==> config.mk <==
export PLATFORM = sky130hd
export DESIGN_NAME = uart_param_trx
export DESIGN_NICKNAME = d
export VERILOG_FILES = /design/src/rtl/uart_pkg.sv /design/src/rtl/uart_baud_gen.sv /design/src/rtl/uart_param_trx.sv
export SDC_FILE = /design/constraint.sdc
export NUM_CORES = 1
export LEC_CHECK = 0
export ABC_AREA = 0
export CORE_MARGIN = 1.5
export CORE_UTILIZATION = 45
export CTS_CLUSTER_DIAMETER = 40
export DETAILED_ROUTE_END_ITERATION = 7
export PLACE_DENSITY_LB_ADDON = 0.1
export SYNTH_ARGS = -nofsm -noshare
export SYNTH_HDL_FRONTEND = slang
export SYNTH_HIERARCHICAL = 1
export SYNTH_SLANG_ARGS = --single-unit
==> constraint.sdc <==
create_clock -name clk -period 5.5 [get_ports clk]
set_input_delay 1.1 -clock clk [delete_from_list [all_inputs] [get_ports clk]]
set_output_delay 1.1 -clock clk [all_outputs]
set_load 0.03 [all_outputs]
==> src/rtl/uart_pkg.sv <==
// uart_pkg: shared types, constants and helpers for the parametrised UART.
//   uart_state_e : frame state shared by the TX and RX FSMs
//   OVERSAMPLE   : ticks per bit period
//   HALF_BIT     : ticks from a start edge to the start-bit centre
//   calc_div     : clocks per tick, CLK_FREQ/(BAUD*16), truncated, minimum 1
package uart_pkg;

  typedef enum logic [2:0] {
    StIdle,
    StStart,
    StData,
    StParity,
    StStop
  } uart_state_e;

  localparam int unsigned OVERSAMPLE = 16;
  localparam int unsigned HALF_BIT   = 8;

  function automatic int unsigned calc_div(input int unsigned clk_freq, input int unsigned baud);
    int unsigned d;
    d = clk_freq / (baud * OVERSAMPLE);
    return (d == 0) ? 1 : d;
  endfunction

endpackage

==> src/rtl/uart_baud_gen.sv <==
// uart_baud_gen: oversampling tick generator.
//   clk  : system clock
//   rst  : asynchronous active-low reset
//   clr  : restart the divider (next tick DIV clocks after clr drops)
//   tick : one-cycle pulse every DIV clocks
module uart_baud_gen #(
  parameter int unsigned DIV = 1
) (
  input  logic clk,
  input  logic rst,
  input  logic clr,
  output logic tick
);

  localparam int unsigned CntW = (DIV > 1) ? $clog2(DIV) : 1;

  logic [CntW-1:0] cnt_q, cnt_d;

  assign tick = (cnt_q == CntW'(DIV - 1));

  always_comb begin
    cnt_d = cnt_q + CntW'(1);
    if (clr || tick) begin
      cnt_d = '0;
    end
  end

  always_ff @(posedge clk or negedge rst) begin
    if (!rst) begin
      cnt_q <= '0;
    end else begin
      cnt_q <= cnt_d;
    end
  end

endmodule

==> src/rtl/uart_param_trx.sv <==
// uart_param_trx: parametrised full-duplex UART, 16x oversampled receiver.
//   clk, rst           : system clock, asynchronous active-low reset
//   tx_start, tx_data  : send request (taken only while tx_busy=0) and word
//   p_sel              : parity select, 0 even / 1 odd
//   tx, tx_busy        : serial output (idle high), frame in progress
//   rx                 : asynchronous serial input
//   rx_data, rx_valid  : last received word, one-cycle update strobe
//   p_err, f_err       : parity / framing error of the last frame
// Optional feature: define UART_PARITY_EN to add a parity bit to every frame.
// Without it the parity states are absent, p_sel is ignored and p_err is 0.
module uart_param_trx
  import uart_pkg::*;
#(
  parameter int unsigned CLK_FREQ  = 50_000_000,
  parameter int unsigned BAUD      = 115_200,
  parameter int unsigned DATA_W    = 8,
  parameter int unsigned STOP_BITS = 1
) (
  input  logic              clk,
  input  logic              rst,
  input  logic              tx_start,
  input  logic [DATA_W-1:0] tx_data,
  input  logic              p_sel,
  output logic              tx,
  output logic              tx_busy,
  input  logic              rx,
  output logic [DATA_W-1:0] rx_data,
  output logic              rx_valid,
  output logic              p_err,
  output logic              f_err
);

  localparam int unsigned DIV = calc_div(CLK_FREQ, BAUD);

  // ---------------------------------------------------------------- TX
  uart_state_e       tx_state_q, tx_state_d;
  logic [3:0]        tx_os_q, tx_os_d;
  logic [3:0]        tx_bit_q, tx_bit_d;
  logic [DATA_W-1:0] tx_sh_q, tx_sh_d;
  logic              tx_q, tx_d;
  logic              tx_busy_q, tx_busy_d;
  logic              tx_tick, tx_clr, tx_bit_end;
`ifdef UART_PARITY_EN
  logic              tx_par_q, tx_par_d;
`endif

  assign tx_clr = (tx_state_q == StIdle);

  uart_baud_gen #(.DIV(DIV)) u_tx_baud (
    .clk  (clk),
    .rst  (rst),
    .clr  (tx_clr),
    .tick (tx_tick)
  );

  always_comb begin
    tx_state_d = tx_state_q;
    tx_os_d    = tx_os_q;
    tx_bit_d   = tx_bit_q;
    tx_sh_d    = tx_sh_q;
    tx_d       = tx_q;
    tx_busy_d  = tx_busy_q;
`ifdef UART_PARITY_EN
    tx_par_d   = tx_par_q;
`endif
    tx_bit_end = tx_tick && (tx_os_q == 4'(OVERSAMPLE - 1));
    if (tx_tick && (tx_state_q != StIdle)) begin
      tx_os_d = tx_bit_end ? 4'd0 : tx_os_q + 4'd1;
    end
    unique case (tx_state_q)
      StIdle: begin
        if (tx_start) begin
          tx_sh_d    = tx_data;
`ifdef UART_PARITY_EN
          tx_par_d   = ^tx_data ^ p_sel;
`endif
          tx_os_d    = '0;
          tx_bit_d   = '0;
          tx_d       = 1'b0;
          tx_busy_d  = 1'b1;
          tx_state_d = StStart;
        end
      end
      StStart: begin
        if (tx_bit_end) begin
          tx_d       = tx_sh_q[0];
          tx_bit_d   = '0;
          tx_state_d = StData;
        end
      end
      StData: begin
        if (tx_bit_end) begin
          if (tx_bit_q == 4'(DATA_W - 1)) begin
            tx_bit_d   = '0;
`ifdef UART_PARITY_EN
            tx_d       = tx_par_q;
            tx_state_d = StParity;
`else
            tx_d       = 1'b1;
            tx_state_d = StStop;
`endif
          end else begin
            tx_sh_d  = tx_sh_q >> 1;
            tx_d     = tx_sh_q[1];
            tx_bit_d = tx_bit_q + 4'd1;
          end
        end
      end
`ifdef UART_PARITY_EN
      StParity: begin
        if (tx_bit_end) begin
          tx_d       = 1'b1;
          tx_bit_d   = '0;
          tx_state_d = StStop;
        end
      end
`endif
      StStop: begin
        if (tx_bit_end) begin
          if (tx_bit_q == 4'(STOP_BITS - 1)) begin
            tx_busy_d  = 1'b0;
            tx_state_d = StIdle;
          end else begin
            tx_bit_d = tx_bit_q + 4'd1;
          end
        end
      end
      default: tx_state_d = StIdle;
    endcase
  end

  // ---------------------------------------------------------------- RX
  uart_state_e       rx_state_q, rx_state_d;
  logic [3:0]        rx_os_q, rx_os_d;
  logic [3:0]        rx_bit_q, rx_bit_d;
  logic [DATA_W-1:0] rx_sh_q, rx_sh_d;
  logic [DATA_W-1:0] rx_data_q, rx_data_d;
  logic              rx_valid_q, rx_valid_d;
  logic              f_err_q, f_err_d;
  logic              rx_meta_q, rx_sync_q;
  logic              rx_tick, rx_clr, rx_half_end, rx_bit_end;
`ifdef UART_PARITY_EN
  logic              rx_psel_q, rx_psel_d;
  logic              rx_rpar_q, rx_rpar_d;
  logic              p_err_q, p_err_d;
`else
  logic              unused_p_sel;
  assign unused_p_sel = p_sel;
`endif

  assign rx_clr = (rx_state_q == StIdle);

  uart_baud_gen #(.DIV(DIV)) u_rx_baud (
    .clk  (clk),
    .rst  (rst),
    .clr  (rx_clr),
    .tick (rx_tick)
  );

  always_comb begin
    rx_state_d  = rx_state_q;
    rx_os_d     = rx_os_q;
    rx_bit_d    = rx_bit_q;
    rx_sh_d     = rx_sh_q;
    rx_data_d   = rx_data_q;
    rx_valid_d  = 1'b0;
    f_err_d     = f_err_q;
`ifdef UART_PARITY_EN
    rx_psel_d   = rx_psel_q;
    rx_rpar_d   = rx_rpar_q;
    p_err_d     = p_err_q;
`endif
    rx_half_end = rx_tick && (rx_state_q == StStart) && (rx_os_q == 4'(HALF_BIT - 1));
    rx_bit_end  = rx_tick && (rx_state_q != StStart) && (rx_os_q == 4'(OVERSAMPLE - 1));
    if (rx_tick && (rx_state_q != StIdle)) begin
      rx_os_d = (rx_half_end || rx_bit_end) ? 4'd0 : rx_os_q + 4'd1;
    end
    unique case (rx_state_q)
      StIdle: begin
        if (!rx_sync_q) begin
          rx_os_d    = '0;
`ifdef UART_PARITY_EN
          rx_psel_d  = p_sel;
`endif
          rx_state_d = StStart;
        end
      end
      StStart: begin
        // Line back high at the start-bit centre means a glitch: drop it silently.
        if (rx_half_end) begin
          rx_bit_d   = '0;
          rx_state_d = rx_sync_q ? StIdle : StData;
        end
      end
      StData: begin
        if (rx_bit_end) begin
          rx_sh_d = {rx_sync_q, rx_sh_q[DATA_W-1:1]};
          if (rx_bit_q == 4'(DATA_W - 1)) begin
`ifdef UART_PARITY_EN
            rx_state_d = StParity;
`else
            rx_state_d = StStop;
`endif
          end else begin
            rx_bit_d = rx_bit_q + 4'd1;
          end
        end
      end
`ifdef UART_PARITY_EN
      StParity: begin
        if (rx_bit_end) begin
          rx_rpar_d  = rx_sync_q;
          rx_state_d = StStop;
        end
      end
`endif
      StStop: begin
        // Only the first stop bit is checked; the FSM is back in idle before any second one.
        if (rx_bit_end) begin
          rx_data_d  = rx_sh_q;
          f_err_d    = !rx_sync_q;
`ifdef UART_PARITY_EN
          p_err_d    = (^rx_sh_q ^ rx_psel_q) != rx_rpar_q;
`endif
          rx_valid_d = 1'b1;
          rx_state_d = StIdle;
        end
      end
      default: rx_state_d = StIdle;
    endcase
  end

  // ---------------------------------------------------------------- state
  always_ff @(posedge clk or negedge rst) begin
    if (!rst) begin
      tx_state_q <= StIdle;
      tx_os_q    <= '0;
      tx_bit_q   <= '0;
      tx_sh_q    <= '0;
      tx_q       <= 1'b1;
      tx_busy_q  <= 1'b0;
      rx_meta_q  <= 1'b1;
      rx_sync_q  <= 1'b1;
      rx_state_q <= StIdle;
      rx_os_q    <= '0;
      rx_bit_q   <= '0;
      rx_sh_q    <= '0;
      rx_data_q  <= '0;
      rx_valid_q <= 1'b0;
      f_err_q    <= 1'b0;
`ifdef UART_PARITY_EN
      tx_par_q   <= 1'b0;
      rx_psel_q  <= 1'b0;
      rx_rpar_q  <= 1'b0;
      p_err_q    <= 1'b0;
`endif
    end else begin
      tx_state_q <= tx_state_d;
      tx_os_q    <= tx_os_d;
      tx_bit_q   <= tx_bit_d;
      tx_sh_q    <= tx_sh_d;
      tx_q       <= tx_d;
      tx_busy_q  <= tx_busy_d;
      rx_meta_q  <= rx;
      rx_sync_q  <= rx_meta_q;
      rx_state_q <= rx_state_d;
      rx_os_q    <= rx_os_d;
      rx_bit_q   <= rx_bit_d;
      rx_sh_q    <= rx_sh_d;
      rx_data_q  <= rx_data_d;
      rx_valid_q <= rx_valid_d;
      f_err_q    <= f_err_d;
`ifdef UART_PARITY_EN
      tx_par_q   <= tx_par_d;
      rx_psel_q  <= rx_psel_d;
      rx_rpar_q  <= rx_rpar_d;
      p_err_q    <= p_err_d;
`endif
    end
  end

  assign tx       = tx_q;
  assign tx_busy  = tx_busy_q;
  assign rx_data  = rx_data_q;
  assign rx_valid = rx_valid_q;
  assign f_err    = f_err_q;
`ifdef UART_PARITY_EN
  assign p_err    = p_err_q;
`else
  assign p_err    = 1'b0;
`endif

endmodule

==> out/metrics.cfg, run 1 <==
[status]
status = complete, no violations

[floorplanning]
dieHeight_um = 85.44
fp.dieW_um = 85.44
rows = 29
die_area_um2 = 7299
io_pins = 26
start_util_pct = 47.35
core_um2 = 6459

[route]
drt_pre_antenna_iters = 4
drc_errors = 0
wl_per_cell_um = 13.82
vias = 2089
antenna_left = 0
drt-total-wl_um = 5335
drt_iter0_drc = 132
via_per_inst = 5.412

[global_routing]
track_usage_pct = 16.45
overflow = 0
grt_max_degree = 63
grt_pass1_wl_um = 9446
grt_pass1_vias = 2011
antenna_found_initial = 0

[worst_setup_path]
crit_family = buffers and inverters
cp.arrival_ns = 1.53
worst_path_max_delay_cell = clkdlybuf4s50_1
path_cells = clkdlybuf4s50_1
crit_type = flip-flop to primary output
startpoint_type = flip-flop
r2r_start = u_tx_baud/cnt_q[0]$_DFF_PN0_
crit_start = tx$_DFFE_PN1P_
worstRegToRegCells = 6
cp-end-kind = primary output
rrSetupSlack_ns = 2.91
cp_max_fo = 2
path_buf_inv = 1
required_ns = 4.40
critPathMaxStageDelay_ns = 0.66
r2r_end = tx_sh_q[4]$_DFFE_PN0P_

[placement]
io_buffers = 23
place_area_um2 = 3317
hpwl_um = 3558
gp_congestion = 0.7371
pre_cts_slack_ns = 2.561

[logic_synthesis]
synthXorXnorAreaFrac_pct = 2.291
synth_mux_area_share_pct = 8.879
ys_types = 47
yosysWarnings = 6
synth_top_family_by_area = simple AND/OR/NAND/NOR gates
ys_ff_latch = 62
ys_seq_area_share_pct = 50.86
synthAdderAreaFrac_pct = 3.682
synth_nets = 300
synth_edf_count = 0
netlist_instances = 278
synthSimpleGateAreaFrac_pct = 20.46
synth_ff_type = dfrtp_1
async_flop_share_pct = 100.0
synth-compound-area-share_pct = 10.07
avgSynthCellArea_um2 = 11.00
syn-cell-area_um2 = 3058

[timing]
fin_crit_sh_pct = 47.82
slew_headroom_pct = 29.89
finClkSkew_ns = 0.005775
rsz0062_at_grt = no
fin_crit_ns = 2.630
worst_slack_ns = 2.870
timing.fmax_mhz = 380.3
hold_viol = 0
setup_viol = 0
worst_pin_slew_ns = 1.052
setup-tns-final_ns = 0
slew_viol_final = 0

[power]
p_sw_share_pct = 26.42
powerDensity_nw_per_um2 = 295.5
p_leak_nw = 1.525
p_switching_mw = 0.2752
clkPwrFrac_pct = 39.5
intPower_mw = 0.7664
p_seq_share_pct = 50.1
vdd_ir_drop_max_mv = 0.2141
power_frac_comb_pct = 10.4

[hold_path]
hold_depth = 0
hold_start = rx_meta_q$_DFF_PN1_
hold_path_class = flip-flop to flip-flop
hold_path_end = rx_sync_q$_DFF_PN1_

[final_layout]
layout-drive-gt1-share_pct = 16.18
layout.nets = 326
mostFrequentLayoutCells = dfrtp_1 (59), nand2_1 (27), o21ai_0 (25), clkdlybuf4s50_1 (22), mux2_2 (17)
design_area_um2 = 3525
final_common_cell = dfrtp_1
n_fill_cell = 579
area_delta_synth_final_pct = 15.26
n_antenna_cell = 0

[clock_tree]
postCtsSetupBuffers = 0
cts-root-buf = clkbuf_8
cts_hold_buf = 0
cts_resized = 0
clkTransAtPathRegs_ns = 0.07
cts_tree = built
cts_htree_levels = 3
clock_latency_ns = 0.34
numCtsBuffers = 9
clock_sinks = 62
clockBufferDepth = 2

[run]
maxCapViolCount = 0

==> cells in the mapped netlist, types with 2 or more instances <==
library cell  count  share of area (%)
nor2_2            2               0.41
and4b_1           2               0.65
nand3b_1          3               0.74
nand2_1          27                3.3
dfstp_2           3                2.6
nor4_1            2               0.41
dfrtp_1          59                 48
xor2_1            4                1.1
mux2i_1           8                2.6
nor4_4            4                2.8
ha_1              9                3.7
o21ai_0          25                4.1
buf_2             2               0.33
nand3_1          10                1.6
nor2_1           12                1.5
inv_1            11                1.4
nand2b_1          5                1.0
and4_1            5                1.4
o21bai_1          4               0.98
mux2_2           17                6.3
nand4_1           3               0.61
xnor2_1           4                1.1
buf_6             3                1.1
nor3_1           11                1.8
nor2b_1           6                1.2
a21o_1            2               0.49
buf_4             3               0.74
a32oi_1           3               0.86
a21oi_1          11                1.8
==> how the worst max path moves through the flow <==
| stage | to | slack (ns) | depth (start not counted) |
|---|---|---|---|
| final | tx | 2.87 | 1 |
| after global routing | tx_sh_q[3]$_DFFE_PN0P_ | 2.64 | 6 |
| after floorplan | tx_bit_q[3]$_DFFE_PN0P_ | 3.43 | 10 |
| after CTS | tx | 2.85 | 1 |
| after detailed placement | tx_sh_q[6]$_DFFE_PN0P_ | 2.56 | 3 |
| after global placement | tx_sh_q[0]$_DFFE_PN0P_ | 2.62 | 3 |
==> final cells by class <==
class	count	area, um2	share of cell area (%)
repair buffers	24	232.7	6.603
multi-input cells	196	1391	39.47
inverters	11	41.29	1.171
well taps	77	96.34	2.733
flip-flops and latches	62	1555	44.12
clock inverters	6	70.07	1.988
clock buffers	10	137.6	3.905
==> registers in the layout (all words and copies together), names as in the netlist <==
name             count
tx_state_q           3
rx_bit_q             4
rx_state_q           3
f_err                1
tx_busy              1
rx_data              8
tx_os_q              4
rx_sh_q              8
rx_meta_q            1
tx_sh_q              8
rx_os_q              4
u_rx_baud/cnt_q      5
tx_bit_q             4
rx_sync_q            1
rx_valid             1
tx                   1
u_tx_baud/cnt_q      5
==> worst reg2reg max path, stage by stage, from the launching register on <==
cell and delay, ns:
dfrtp_1 0.41, inv_1 0.06, ha_1 0.18, and4b_1 0.37, and4_1 0.31, a32oi_1 0.87
o21ai_0 0.22
==> power by group through the flow <==
stage / clock network, mW / logic [mW] / registers, mW
global placement: 0 / 0.107 / 0.530
floorplan: 0 / 0.0793 / 0.524
finish: 0.411 / 0.108 / 0.522
global route: 0.443 / 0.123 / 0.528
CTS: 0.422 / 0.111 / 0.522
detailed placement: 0 / 0.111 / 0.530
==> metal layers <==
layer | routed length [um] | global-route usage [%] | up-vias
met5 | 0 | 0 | -
met4 | 86 | 7.478 | 0
met3 | 129 | 3.891 | 8
met2 | 2370 | 24.19 | 27
met1 | 2749 | 23.10 | 1010
li1 | - | - | 1044
==> metrics by stage <==
stage,instances,power [mW],util [%],hold WS [ns]
finish,386,1.042,54.57,0.3571
global route,386,1.094,54.57,0.3598
CTS,386,1.055,54.57,0.3577
detailed placement,370,0.6409,51.36,0.3472
global placement,370,0.6366,51.36,0.3467
floorplan,278,0.6038,-,0.3452
==> kinds of logic after synthesis <==
kind of cell	count (synthesis)
buf+inv	20
xor+xnor	8
fa+ha+maj	9
other cells	1
simple gates	101
compound gates	52
mux	25
flops	62
No activity file was read; power rests on OpenSTA's default activity.
==> run 2, diff against run 1 <==
clock period = 2.2 ns   (was 5.5 ns; I/O delays follow)
==> out/metrics.cfg, run 2 (synthesis gave the netlist of run 1 again) <==
[status]
status = complete, no violations

[clock_tree]
numCtsBuffers = 9
clock_latency_ns = 0.34
clockBufferDepth = 2
cts_htree_levels = 3
postCtsSetupBuffers = 0
clock_sinks = 62
cts_resized = 0
cts_hold_buf = 0
cts_tree = built
cts-root-buf = clkbuf_8
clkTransAtPathRegs_ns = 0.07

[floorplanning]
core_um2 = 6459
start_util_pct = 47.35
fp.dieW_um = 85.44
dieHeight_um = 85.44
die_area_um2 = 7299
rows = 29
io_pins = 26

[worst_setup_path]
required_ns = 2.48
cp.arrival_ns = 2.36
worstRegToRegCells = 7
startpoint_type = flip-flop
r2r_start = u_rx_baud/cnt_q[0]$_DFF_PN0_
r2r_end = rx_bit_q[3]$_DFFE_PN0P_
crit_type = flip-flop to flip-flop
cp-end-kind = flip-flop
rrSetupSlack_ns = 0.12
critPathMaxStageDelay_ns = 0.48
path_cells = inv_1, ha_1, and4b_2, nand3_1, or3_4, or4_1, nand3_1
crit_family = simple AND/OR/NAND/NOR gates
cp_max_fo = 6
path_buf_inv = 1
cp_common_cell = nand3_1
worst_path_max_delay_cell = or4_1

[placement]
pre_cts_slack_ns = 0.1241
hpwl_um = 3561
gp_congestion = 0.7675
io_buffers = 23

[final_layout]
n_antenna_cell = 0
layout.nets = 339
post-route-util_pct = 56.12
layout-drive-gt1-share_pct = 19.88
mostFrequentLayoutCells = dfrtp_1 (59), nand2_1 (27), o21ai_0 (25), clkdlybuf4s50_1 (22), mux2_2 (17)
area_delta_synth_final_pct = 18.54
final_common_cell = dfrtp_1

[route]
drc_errors = 0
antenna_left = 0
vias = 2152
via_per_inst = 5.393
drt_pre_antenna_iters = 4
drt-total-wl_um = 5376
wl_per_cell_um = 13.47
drt_iter0_drc = 93

[timing]
finClkSkew_ns = 0.009390
slew_headroom_pct = 65.43
setup_viol = 0
slew_viol_final = 0
hold_viol = 0
fin_crit_ns = 2.078
setup-tns-final_ns = 0
timing.fmax_mhz = 481.3
worst_pin_slew_ns = 0.5147
worst_slack_ns = 0.1223
rsz0062_at_grt = no
fin_crit_sh_pct = 94.44

[run]
maxCapViolCount = 0

[global_routing]
overflow = 0
grt_pass1_vias = 2051
grt_pass1_wl_um = 9528
grt_max_degree = 63
track_usage_pct = 16.77
antenna_found_initial = 0

[power]
powerDensity_nw_per_um2 = 711.2
p_leak_nw = 1.592
vdd_ir_drop_max_mv = 0.3691

[hold_path]
hold_path_class = primary input to asynchronous set/reset pin

==> run 2: stage by stage <==
stage | cell area [um2] | total power, mW | hold slack [ns] | cells
2_1_floorplan | 3058 | 1.509 | 0.1444 | 278
3_3_place_gp | 3427 | 1.599 | 0.3461 | 383
3_5_place_dp | 3427 | 1.604 | 0.3468 | 383
4_1_cts | 3623 | 2.625 | 0.1042 | 399
5_1_grt | 3625 | 2.728 | 0.1223 | 399
6_report | 3625 | 2.578 | 0.09867 | 399
==> run 2: cell type report <==
class	instances	area, um2
Clock buffer	9	123.9
Clock inverter	7	72.57
Inverter	11	41.29
Timing Repair Buffer	37	342.8
Fill cell	597	2834
Tap cell	77	96.34
Multi-Input combinational cell	196	1393
Sequential cell	62	1555
==> run 2: per-layer routing <==
layer  global-route usage, %  wire length [um]
met3                   3.988               161
met5                       0                 0
met4                   8.798               125
met2                   23.98              2305
met1                   23.66              2783
==> run 2: worst max path at each step <==
stage          depth (start not counted)                         start                      end  slack (ns)
3_5_place_dp                           7  u_rx_baud/cnt_q[0]$_DFF_PN0_  rx_bit_q[3]$_DFFE_PN0P_        0.12
2_1_floorplan                         10  u_tx_baud/cnt_q[0]$_DFF_PN0_  tx_bit_q[3]$_DFFE_PN0P_        0.13
4_1_cts                                7  u_rx_baud/cnt_q[0]$_DFF_PN0_  rx_bit_q[3]$_DFFE_PN0P_        0.10
3_3_place_gp                           7  u_rx_baud/cnt_q[0]$_DFF_PN0_  rx_bit_q[3]$_DFFE_PN0P_        0.14
5_1_grt                                7  u_rx_baud/cnt_q[0]$_DFF_PN0_  rx_bit_q[3]$_DFFE_PN0P_       0.003
6_report                               7  u_rx_baud/cnt_q[0]$_DFF_PN0_  rx_bit_q[3]$_DFFE_PN0P_        0.12
==> run 2: power by group <==
group / switching, mW / internal [mW] / total, mW
Combinational: 0.133 / 0.137 / 0.271
Clock: 0.477 / 0.524 / 1.00
Sequential: 0.0830 / 1.22 / 1.31
==> run 3, diff against run 2 <==
MAX_ROUTING_LAYER = met4   (was unset)
==> out/metrics.cfg, run 3 (synthesis gave the netlist of run 1 again) <==
[clock_tree]
clock_latency_ns = 0.34
numCtsBuffers = 9
cts_tree = built
clockBufferDepth = 2
cts-root-buf = clkbuf_8
clkTransAtPathRegs_ns = 0.07
cts_htree_levels = 3
cts_hold_buf = 0
clock_sinks = 62

[final_layout]
final_common_cell = dfrtp_1
post-route-util_pct = 56.12
n_fill_cell = 597
n_antenna_cell = 0
multi_input_area_um2 = 1393
layout-drive-gt1-share_pct = 19.88
layout.nets = 339
layout.cells.non_filler = 399
seq_area_um2 = 1555
mostFrequentLayoutCells = dfrtp_1 (59), nand2_1 (27), o21ai_0 (25), clkdlybuf4s50_1 (22), mux2_2 (17)
area_delta_synth_final_pct = 18.54

[timing]
hold_viol = 0
fin_crit_ns = 2.074
setup-tns-final_ns = 0
finClkSkew_ns = 0.009023
timing.fmax_mhz = 482.1
fin_crit_sh_pct = 94.28
worst_slack_ns = 0.1259
slew_viol_final = 0
timing.hold.ws_ns = 0.09722
rsz0062_at_grt = no
worst_pin_slew_ns = 0.5146
slew_headroom_pct = 65.43
setup_viol = 0

[worst_setup_path]
worst_path_max_delay_cell = or4_1
crit_type = flip-flop to flip-flop
path_cells = inv_1, ha_1, and4b_2, nand3_1, or3_4, or4_1, nand3_1
cp_common_cell = nand3_1
required_ns = 2.48
cp.arrival_ns = 2.36
cp_max_fo = 6
critPathMaxStageDelay_ns = 0.48
startpoint_type = flip-flop
cp-end-kind = flip-flop

[placement]
pre_cts_slack_ns = 0.1241
place_inst = 383
io_buffers = 23
hpwl_um = 3561
gp_congestion = 0.7777

[floorplanning]
io_pins = 26
core_um2 = 6459
rows = 29
dieHeight_um = 85.44
start_util_pct = 47.35
fp.dieW_um = 85.44
die_area_um2 = 7299

[global_routing]
antenna_found_initial = 0
grt_pass1_vias = 2052
grt_max_degree = 63
overflow = 0
grt_pass1_wl_um = 9528
track_usage_pct = 17.35

[power]
powerDensity_nw_per_um2 = 711.2
p_switching_mw = 0.6930
intPower_mw = 1.885
vdd_ir_drop_max_mv = 0.3691
clkPwrFrac_pct = 38.8
p_sw_share_pct = 26.88
p_seq_share_pct = 50.7
power_frac_comb_pct = 10.6
p_leak_nw = 1.592

[route]
vias = 2146
via_per_inst = 5.378
drt_iter0_drc = 96
drc_errors = 0
drt-total-wl_um = 5389
drt_pre_antenna_iters = 4
wl_per_cell_um = 13.51
antenna_left = 0

[run]
maxCapViolCount = 0

[hold_path]
hold_path_class = primary input to asynchronous set/reset pin

[status]
status = complete, no violations

==> run 3: critical path, delay by kind of cell (launching register included) <==
kind	cells	cell delay, ns
fa+ha+maj	1	0.13
simple gates	5	1.40
buf+inv	1	0.07
flops	1	0.42
==> run 3: layout make-up <==
| type | instances | share of cell area, % |
|---|---|---|
| multi-input combinational | 196 | 38.42 |
| tap | 77 | 2.658 |
| inverter | 11 | 1.139 |
| timing repair buffer | 37 | 9.458 |
| clock inverter | 7 | 2.002 |
| sequential | 62 | 42.91 |
| clock buffer | 9 | 3.417 |
==> run 3: power by group through the flow <==
| stage | clock [mW] | sequential [mW] | combinational (mW) |
|---|---|---|---|
| after CTS | 1.04 | 1.31 | 0.277 |
| after global placement | 0 | 1.33 | 0.272 |
| final | 0.999 | 1.31 | 0.272 |
| after floorplan | 0 | 1.31 | 0.198 |
| after detailed placement | 0 | 1.33 | 0.277 |
| after global routing | 1.09 | 1.32 | 0.320 |
==> run 3: worst paths after layout <==
check	from	endpoint	slack, ns	depth (start not counted)
worst max-delay path	u_rx_baud/cnt_q[0]$_DFF_PN0_	rx_bit_q[3]$_DFFE_PN0P_	0.13	7
worst min-delay path	rst	u_tx_baud/cnt_q[4]$_DFF_PN0_	0.1	2
worst max register to register	u_rx_baud/cnt_q[0]$_DFF_PN0_	rx_bit_q[3]$_DFFE_PN0P_	0.13	7
worst min register to register	rx_meta_q$_DFF_PN1_	rx_sync_q$_DFF_PN1_	0.36	0
max in group asynchronous	rst	rx_sync_q$_DFF_PN1_	1.78	2
min in group clk	rx_meta_q$_DFF_PN1_	rx_sync_q$_DFF_PN1_	0.36	0
==> run 3: through the flow <==
step / cell area, um2 / total power [mW]
after floorplan: 3058 / 1.509
after global placement: 3427 / 1.599
after detailed placement: 3427 / 1.604
after CTS: 3623 / 2.625
after global routing: 3625 / 2.733
final: 3625 / 2.578
==> run 3: timing repair <==
item | 4_1_cts | 5_1_grt
setup endpoints to repair | 0 | 5
setup buffers | 0 | 0
resized for setup | 0 | 1
==> run 3: layer usage <==
metal | GRT usage [%] | part of all wire (%)
met1 | 23.79 | 52
met2 | 23.98 | 44
met3 | 5.253 | 3.3
met4 | 7.038 | 1.1
met5 | - | 0
